$ cat config.mk
export PLATFORM = sky130hd
export DESIGN_NAME = vga_timing_gen
export DESIGN_NICKNAME = d
export VERILOG_FILES = /design/src/rtl/vga_timing_gen.sv
export SDC_FILE = /design/constraint.sdc
export NUM_CORES = 1
export LEC_CHECK = 0
export ABC_CLOCK_PERIOD_IN_PS = 5700
export CAP_MARGIN = 10
export CORE_AREA = 2 2 65 67
export CTS_BUF_LIST = sky130_fd_sc_hd__clkbuf_4
export CTS_CLUSTER_SIZE = 16
export DETAILED_ROUTE_END_ITERATION = 7
export DIE_AREA = 0 0 67 69
export PLACE_DENSITY = 0.72
export SETUP_SLACK_MARGIN = 0.4
export SLEW_MARGIN = 20
export SYNTH_ARGS = -nofsm -noshare
export SYNTH_HDL_FRONTEND = slang
export SYNTH_SLANG_ARGS = --single-unit
export TNS_END_PERCENT = 20
$ cat constraint.sdc
create_clock -name clk_i -period 5.7 [get_ports clk_i]
set_clock_uncertainty 0.15 [all_clocks]
set_input_delay 1.71 -clock clk_i [delete_from_list [all_inputs] [get_ports clk_i]]
set_output_delay 1.71 -clock clk_i [all_outputs]
set_load 0.02 [all_outputs]
$ cat src/rtl/vga_timing_gen.sv
// ---------------------------------------------------------------------------
// vga_timing_gen
//
// Purpose:
//   Generates VGA raster timing from a pixel-advance strobe. Two counters
//   (h_cnt, v_cnt) walk the full raster including blanking. All outputs are
//   registered and decoded from the next-state counter values, so they change
//   on the same clock edge as the position.
//
// Ports:
//   clk_i          system clock
//   arstn_i        asynchronous active-low reset
//   pix_strb_i     pixel-advance strobe (one advance per clk while high)
//   hsync_o        horizontal sync, level HSYNC_ACTIVE inside the sync region
//   vsync_o        vertical sync, level VSYNC_ACTIVE inside the sync region
//   de_o           display enable, high in the visible region
//   x_o            current horizontal position (0 .. H_TOTAL-1)
//   y_o            current vertical position   (0 .. V_TOTAL-1)
//   line_start_o   one-clk pulse after the position enters x = 0
//   frame_start_o  one-clk pulse after the position enters (0,0)
// ---------------------------------------------------------------------------
module vga_timing_gen #(
  parameter int unsigned H_VISIBLE    = 640,
  parameter int unsigned H_FRONT      = 16,
  parameter int unsigned H_SYNC       = 96,
  parameter int unsigned H_BACK       = 48,
  parameter int unsigned V_VISIBLE    = 480,
  parameter int unsigned V_FRONT      = 10,
  parameter int unsigned V_SYNC       = 2,
  parameter int unsigned V_BACK       = 33,
  parameter logic        HSYNC_ACTIVE = 1'b0,
  parameter logic        VSYNC_ACTIVE = 1'b0,
  localparam int unsigned H_TOTAL = H_VISIBLE + H_FRONT + H_SYNC + H_BACK,
  localparam int unsigned V_TOTAL = V_VISIBLE + V_FRONT + V_SYNC + V_BACK,
  localparam int unsigned XW      = $clog2(H_TOTAL),
  localparam int unsigned YW      = $clog2(V_TOTAL)
) (
  input  logic          clk_i,
  input  logic          arstn_i,
  input  logic          pix_strb_i,
  output logic          hsync_o,
  output logic          vsync_o,
  output logic          de_o,
  output logic [XW-1:0] x_o,
  output logic [YW-1:0] y_o,
  output logic          line_start_o,
  output logic          frame_start_o
);

  // A zero-length region would collapse the raster and break the decode.
  if (H_VISIBLE == 0 || H_FRONT == 0 || H_SYNC == 0 || H_BACK == 0 ||
      V_VISIBLE == 0 || V_FRONT == 0 || V_SYNC == 0 || V_BACK == 0) begin : g_bad_param
    $error("vga_timing_gen: timing parameters must all be non-zero");
  end

  // Region boundaries, cast to counter width. All are below the totals
  // because every back porch is at least one, so the casts never truncate.
  localparam logic [XW-1:0] H_LAST      = XW'(H_TOTAL - 1);
  localparam logic [XW-1:0] H_VIS_END   = XW'(H_VISIBLE);
  localparam logic [XW-1:0] H_SYNC_BEG  = XW'(H_VISIBLE + H_FRONT);
  localparam logic [XW-1:0] H_SYNC_END  = XW'(H_VISIBLE + H_FRONT + H_SYNC);
  localparam logic [YW-1:0] V_LAST      = YW'(V_TOTAL - 1);
  localparam logic [YW-1:0] V_VIS_END   = YW'(V_VISIBLE);
  localparam logic [YW-1:0] V_SYNC_BEG  = YW'(V_VISIBLE + V_FRONT);
  localparam logic [YW-1:0] V_SYNC_END  = YW'(V_VISIBLE + V_FRONT + V_SYNC);

  logic [XW-1:0] h_cnt;
  logic [YW-1:0] v_cnt;
  logic [XW-1:0] h_nxt;
  logic [YW-1:0] v_nxt;
  logic          de_nxt;
  logic          hsync_nxt;
  logic          vsync_nxt;
  logic          line_nxt;
  logic          frame_nxt;

  // Next raster position. Wrap is by explicit compare so non-power-of-two
  // totals work without relying on counter overflow.
  always_comb begin
    h_nxt = h_cnt;
    v_nxt = v_cnt;
    if (pix_strb_i) begin
      if (h_cnt == H_LAST) begin
        h_nxt = '0;
        if (v_cnt == V_LAST) begin
          v_nxt = '0;
        end else begin
          v_nxt = v_cnt + YW'(1);
        end
      end else begin
        h_nxt = h_cnt + XW'(1);
      end
    end
  end

  // Decode from the next position so registered outputs line up with the
  // counters. Pulses only fire on an advancing edge; otherwise they clear.
  always_comb begin
    de_nxt    = (h_nxt < H_VIS_END) && (v_nxt < V_VIS_END);
    hsync_nxt = ((h_nxt >= H_SYNC_BEG) && (h_nxt < H_SYNC_END)) ? HSYNC_ACTIVE : ~HSYNC_ACTIVE;
    vsync_nxt = ((v_nxt >= V_SYNC_BEG) && (v_nxt < V_SYNC_END)) ? VSYNC_ACTIVE : ~VSYNC_ACTIVE;
    line_nxt  = pix_strb_i && (h_nxt == '0);
    frame_nxt = pix_strb_i && (h_nxt == '0) && (v_nxt == '0);
  end

  // Reset parks the raster on the last blanking pixel so the first strobe
  // lands on (0,0) and produces a frame start.
  always_ff @(posedge clk_i or negedge arstn_i) begin
    if (!arstn_i) begin
      h_cnt         <= H_LAST;
      v_cnt         <= V_LAST;
      de_o          <= 1'b0;
      hsync_o       <= ~HSYNC_ACTIVE;
      vsync_o       <= ~VSYNC_ACTIVE;
      line_start_o  <= 1'b0;
      frame_start_o <= 1'b0;
    end else begin
      h_cnt         <= h_nxt;
      v_cnt         <= v_nxt;
      de_o          <= de_nxt;
      hsync_o       <= hsync_nxt;
      vsync_o       <= vsync_nxt;
      line_start_o  <= line_nxt;
      frame_start_o <= frame_nxt;
    end
  end

  assign x_o = h_cnt;
  assign y_o = v_cnt;

endmodule

# Word-level counts from Yosys, hierarchy flattened
# Index checks and enable logic that the tools add are counted.
# Widths: inputs -> output; s select.
# word_totals
reg_bits	25
output_inout_bits	25
elab_cells	31
# classes
n_addsub	2
magnitude_cmp	6
eq_ne	2
n_mux	7
reduce_logical	7
# ops
operator	n
$mux 10	5
$add 10x1->10 const B	2
$eq 10x10->1 const B	2
$logic_not 10->1	2
$lt 10x10->1 const B	2
$lt 10x9->1 const B	2
$ge 10x10->1 const B	1
$ge 10x9->1 const B	1
$logic_and 1x1->1	5
$mux 1	2

# Depth between registers and ports, before layout
# Gate-level depths: netlist of run 1.
# depth
word_depth	7
ltp_mapped	8
depth_no_buf	8

# Worst setup path before layout of run 1
# No wires, ideal clock.
# synth_path
path_type	input port to flip-flop
start	input pix_strb_i
end	register de_o
setup_time_ps	94
arrival_ps	3172
t_required_ps	5456
slack_ps	2284
stages	7
path_buffers	1
path_cell_list	nand3_1 > or3_1 > buf_6 > or3_4 > xnor2_2 > and4_1 > a211oi_1
# synth_via
elab_chain_cells	3
word_cells_on_any_way	5
cone_classes	order compare: 2; mux: 2; reduce/logical: 1
# synth_rtl
element	line_no	rtl
start, declared	40	input logic pix_strb_i,
$mux 10	82	if (pix_strb_i) begin
net v_nxt[7]	70	logic [YW-1:0] v_nxt;
$lt 10x9->1	99	de_nxt = (h_nxt < H_VIS_END) && (v_nxt < V_VIS_END);
$logic_and 1x1->1	99	
net de_nxt	71	logic de_nxt;
end signal, assigned	120	de_o <= de_nxt;
end, declared	43	output logic de_o,
# The timed path passes the listed nets, and every way through them passes these cells.

# Final worst setup path of run 1
# Ends and elaborated chain as after synthesis.

==> results of run 1 <==
==> synth_stat cells, drive strengths merged <==
cell	n
a21oi	4
ha	3
a22o	1
a21o	2
nor4	7
or4	2
inv	10
a211oi	2
a31oi	1
nand4bb	2
xnor2	13
or3	4
and2	2
nand2b	1
nor4b	2
and4	2
dfrtp	13
nor2	8
mux2i	2
nand2	15
o21ai	5
nand3	5
dfstp	12
o22ai	1
nand4	6
mux2	2
o31ai	3
nor3	6
and3	2
clkbuf	2
xor2	4
nand3b	2
or2	1
buf	4
a31o	1
a22oi	1
==> cells in the final DEF (no fill, tap or decap), drive strengths merged, types with 3 or more instances in the layout <==
cell type and count:
clkdlybuf4s50 27, nand2 15, dfrtp 13, xnor2 13, dfstp 12, inv 10
nor2 8, nor4 7, nand4 6, nor3 6, nand3 5, o21ai 5
a21oi 4, or3 4, xor2 4, o31ai 3, ha 3, clkbuf 3
==> final timing paths <==
check                                start      to  cells after the start
worst max-delay path            pix_strb_i    de_o                      7
worst min register to register      x_o[1]  x_o[1]                      2
max in group asynchronous          arstn_i  x_o[1]                      2
min in group asynchronous          arstn_i  y_o[8]                      2
worst min-delay path                x_o[1]  x_o[1]                      2
worst max register to register      x_o[0]    de_o                      7
==> report_power, final <==
part,switching (mW),internal [mW]
combinational,0.0875,0.0809
clock,0.0556,0.0264
sequential,0.0391,0.214
total,0.182,0.321
==> state kept, by name (all words and copies together), names as in the netlist <==
register,cells
line_start_o,1
frame_start_o,1
y_o,10
x_o,10
de_o,1
hsync_o,1
vsync_o,1
==> final cells by class <==
class	instances	area, µm²	area share
repair buffers	28	277.8	0.1518
multi-input cells	112	783.3	0.4282
inverters	10	37.54	0.02052
flip-flops and latches	25	640.6	0.3502
well taps	50	62.56	0.03420
clock buffers	3	22.52	0.01231
clock inverters	1	5.005	0.002736
==> layer usage <==
| metal | vias to the layer above | global-route usage | wire (µm) |
|---|---|---|---|
| met3 | 5 | 0.02610 | 110 |
| met5 | - | 0 | 0 |
| met4 | 0 | 0.05669 | 46 |
| li1 | 599 | - | - |
| met2 | 28 | 0.2233 | 1467 |
| met1 | 581 | 0.2361 | 1587 |
==> worst min-delay path, cell delays in order, from the launching register on <==
cell and delay [ps]:
dfstp_2 420, inv_1 50, o22ai_1 70
==> cell families (layout without fill, tap and decap cells) <==
family                     Yosys count  count (layout)  share of synthesized area
AOI/OAI and AO/OA                   21              21                    0.09038
xor gates and xnor gates            17              17                     0.1096
adders and majority gates            3               3                    0.02511
buffers and inverters               16              42                    0.04770
DFF                                 25              25                     0.4284
muxes                                4               4                    0.02845
and+or+nand+nor                     67              67                     0.2703
==> through the flow <==
step | cells | setup WS, ps
finish | 229 | 1609
global route | 229 | 1432
CTS | 229 | 1615
detailed placement | 225 | 1252
global placement | 225 | 1312
floorplan | 153 | 2284
==> flow_metrics.tcl, run 1 <==
set metrics [dict create \
    holdWs_ps 369.8 \
    arrival_ps 4190 \
    antenna_found_initial 0 \
    fin_crit_sh 0.7177 \
    die_area_um2 4623 \
    die_x_um 67 \
    tightest_slew_ps 588.0 \
    hold_viol_final 0 \
    synth_cells 153 \
    setup_viol 0 \
    die_height_um 69 \
    rows 23 \
    grt-ovfl-total 0 \
    r2r_slack_ps 2790 \
    ir_drop_uv 207.4 \
    drtIter0Drc 43 \
    gp_congestion 0.8506 \
    yosysWarnings 0 \
    power_density_nw_per_um2 275.2 \
    place_area_um2 1802 \
    fillers 394 \
    drv_slew 0 \
    coreArea_um2 3914 \
    synth_largest_area_cell "dfrtp_1" \
    hpwl_mm 2.349 \
    crit_type "primary input to register" \
    rsz0062_at_grt "false" \
    status "finished clean" \
    remaining_drc_errors 0 \
    grt_pass1_wl_mm 5.568 \
    synth_cell_types 44 \
    crit_fanout 17 \
    power_leakage_nw 0.6940 \
    synth_seq_cells 25 \
    htree_levels 1 \
    crit_path_end_kind "register" \
    vias 1213 \
    power_uw 503.5 \
    dr.pass1.iters 4 \
    initial_core_util 0.3820 \
    cap_viol_max_count 0 \
    cts_buffer_depth 2 \
    yosysSeqAreaShare 0.4285 \
    post_cts_buffers 0 \
    insertion_delay_ps 330 \
    cts_tree "yes" \
    grt_max_degree 26 \
    worstSetupStartpointType "primary input" \
    setup-tns-final_ps 0 \
    grtUsageTotal 0.1565 \
    cts.sinks 25 \
    drtAntennaViolNets 0 \
    syn_to_final_growth_pct 22.34 \
    cts-root-buf "clkbuf_4" \
    synth.avg_cell_area_um2 9.772 \
    hp-class "register to register" \
    min_period_ps 4091 \
    utilization 0.4674 \
    maxSlewHeadroom 0.6080 \
    cp.required_ps 5800 \
    critPathMaxStageDelay_ps 690 \
    syn_area_um2 1495 \
    grt_pass1_vias 1152 \
    ctsResizeCount 0 \
    clk_pin_slew_ps 140 \
    num-nets-final 186 \
    syn-num-nets 159 \
    synth_top_area_frac 0.2176 \
    final_design_area_no_fill_um2 1829 \
    drive_above_1_share 0.1508 \
    hold_buffers 0 \
    io_pins 28 \
    io_buffers 27 \
    wl_per_cell_um 14.03 \
    cp_top_family "simple AND/OR/NAND/NOR gates" \
    cp_slowest_cell "clkdlybuf4s50_1" \
    clock.fmax_ghz 0.2444 \
    crit_buf_inv 1 \
    routed_wirelength_mm 3.212 \
    synth.area.top_cells "dfrtp_1 22%, dfstp_2 21%, xnor2_1 7.0%" \
    cp_cell_sequence "clkdlybuf4s50_1 -> nand3_1 -> or3_1 -> or3_4 -> xnor2_2 -> and4_1 -> a211oi_1" \
    vias_per_cell 5.297 \
    n_antenna_cell 0 \
    cts_buffers 3 \
]
Note: power is estimated with default switching activity, not from simulation.
==> run 2, diff against run 1 <==
--- a/config.mk
+++ b/config.mk
@@ -5,7 +5,7 @@
 export SDC_FILE = /design/constraint.sdc
 export NUM_CORES = 1
 export LEC_CHECK = 0
-export ABC_CLOCK_PERIOD_IN_PS = 5700
+export ABC_CLOCK_PERIOD_IN_PS = 4240
 export CAP_MARGIN = 10
 export CORE_AREA = 2 2 65 67
 export CTS_BUF_LIST = sky130_fd_sc_hd__clkbuf_4
==> constraint.sdc (replaced) <==
create_clock -name clk_i -period 4.24 [get_ports clk_i]
set_clock_uncertainty 0.15 [all_clocks]
set_input_delay 1.272 -clock clk_i [delete_from_list [all_inputs] [get_ports clk_i]]
set_output_delay 1.272 -clock clk_i [all_outputs]
set_load 0.02 [all_outputs]
==> run 2 against run 1 <==
Against the previous run:
- global-route usage down 0.25 points
- die area unchanged
- clock power up 28%
- register-to-register slack worse by 1200 ps
- sequential power up 35%
- cell count up 0.44%
- critical path depth unchanged
- via count down 1.9%
- largest cell class unchanged
==> flow_metrics.tcl, run 2 (synthesized netlist as in run 1, its figures left out) <==
set metrics [dict create \
    setup_viol 0 \
    grt_pass1_wl_mm 5.616 \
    final_design_area_no_fill_um2 1837 \
    crit_path_end_kind "register" \
    min_period_ps 3439 \
    grt_pass1_vias 1163 \
    cp.required_ps 4320 \
    fin_crit_sh 0.8110 \
    mostFrequentLayoutCell "clkdlybuf4s50_1" \
    die_area_um2 4623 \
    r2r-start "x_o[0]" \
    syn_to_final_growth_pct 22.85 \
    cts_buffers 3 \
    cts.sinks 25 \
    wl_per_cell_um 13.89 \
    p_seq_frac 0.506 \
    finalNonFillerCells 230 \
    place_area_um2 1809 \
    rsz0062_at_grt "false" \
    maxSlewHeadroom 0.3905 \
    grt_max_degree 22 \
    power_density_nw_per_um2 367.0 \
    power_leakage_nw 0.6982 \
    io_buffers 27 \
    r2r_end "de_o" \
    routed_wirelength_mm 3.194 \
    cts_tree "yes" \
    gp_congestion 0.9194 \
    cts-root-buf "clkbuf_4" \
    drtAntennaViolNets 0 \
    n_antenna_cell 0 \
    tightest_slew_ps 911.3 \
    p_comb_frac 0.339 \
    num-nets-final 187 \
    fillers 398 \
    rows 23 \
    insertion_delay_ps 310 \
    hp-class "register to register" \
    coreArea_um2 3914 \
    io_pins 28 \
    die_height_um 69 \
    cts_buffer_depth 2 \
    dr.pass1.iters 4 \
    clk_pin_slew_ps 140 \
    clock.fmax_ghz 0.2908 \
    setup-tns-final_ps 0 \
    layout_common_cells "27 x clkdlybuf4s50_1, 15 x nand2_1, 13 x dfrtp_1" \
    utilization 0.4693 \
    dp.cells 226 \
    drive_above_1_share 0.1556 \
    drtIter0Drc 80 \
    critPathCapture "de_o" \
    p_switching_uw 241.8 \
    vias 1190 \
    hold_viol_final 0 \
    power_frac_clock 0.155 \
    vias_per_cell 5.174 \
    status "finished clean" \
    ctsResizeCount 0 \
    grt-ovfl-total 0 \
    arrival_ps 3520 \
    cap_viol_max_count 0 \
    initial_core_util 0.3820 \
    r2r_slack_ps 1570 \
    hold_buffers 0 \
    remaining_drc_errors 0 \
    die_x_um 67 \
    antenna_found_initial 0 \
    crit_fanout 11 \
    r2r_cells 7 \
    ir_drop_uv 282.3 \
    p_int_uw 432.4 \
    drv_slew 0 \
    hpwl_mm 2.462 \
    htree_levels 1 \
    swShare 0.3587 \
    crit_type "primary input to register" \
    crit_start "pix_strb_i" \
    post_cts_buffers 0 \
    grtUsageTotal 0.1540 \
    worstSetupStartpointType "primary input" \
]
## run 2: cell types whose count changed in the layout (fill, tap and decap cells not counted)
| cell | change |
|---|---|
| buf_4 | +1 |
## run 2: how the worst min path moves through the flow
stage                   to  startpoint  slack [ps]  cells past startpoint
finish              x_o[1]      x_o[1]         380                      2
global route        x_o[1]      x_o[1]         420                      2
detailed placement  x_o[1]      x_o[1]         360                      2
global placement    x_o[1]      x_o[1]         350                      2
floorplan           x_o[1]      x_o[1]         380                      2
CTS                 x_o[1]      x_o[1]         380                      2
## run 2: layout make-up
| cell class | instances | area, µm² | share of cell area |
|---|---|---|---|
| clock buffers | 3 | 22.52 | 0.01226 |
| repair buffers | 29 | 285.3 | 0.1553 |
| clock inverters | 1 | 5.005 | 0.002725 |
| multi-input cells | 112 | 783.3 | 0.4264 |
| flip-flops and latches | 25 | 640.6 | 0.3488 |
| inverters | 10 | 37.54 | 0.02044 |
| well taps | 50 | 62.56 | 0.03406 |
## run 2: worst max-delay path, cell delays in order
cell and delay (ps):
clkdlybuf4s50_1 680, nand3_1 110, or3_1 490, or3_4 430, xnor2_2 140, and4_1 190
a211oi_1 200
## run 2: metal layers
layer  up-vias  share of wire  track usage
li1        599              -            -
met1       563           0.50       0.2288
met2        26           0.46       0.2354
met3         2          0.031      0.02284
met4         0         0.0075      0.03401
met5         -              0            0
## run 2: metrics by stage
stage	total power [mW]	worst slack [ps]	hold slack [ps]
6_report	0.6742	801.3	375.6
5_1_grt	0.7262	640.5	420.4
4_1_cts	0.6830	793.7	380.3
3_5_place_dp	0.5727	452.7	359.6
3_3_place_gp	0.5699	492.0	352.0
2_1_floorplan	0.4811	1262	377.4
## run 2: power groups by stage
| stage | combinational, mW | sequential, mW | clock, mW |
|---|---|---|---|
| after floorplan | 0.119 | 0.362 | 0 |
| after global placement | 0.226 | 0.344 | 0 |
| after detailed placement | 0.229 | 0.344 | 0 |
| after CTS | 0.231 | 0.341 | 0.111 |
| after global routing | 0.252 | 0.351 | 0.122 |
| final | 0.229 | 0.341 | 0.105 |
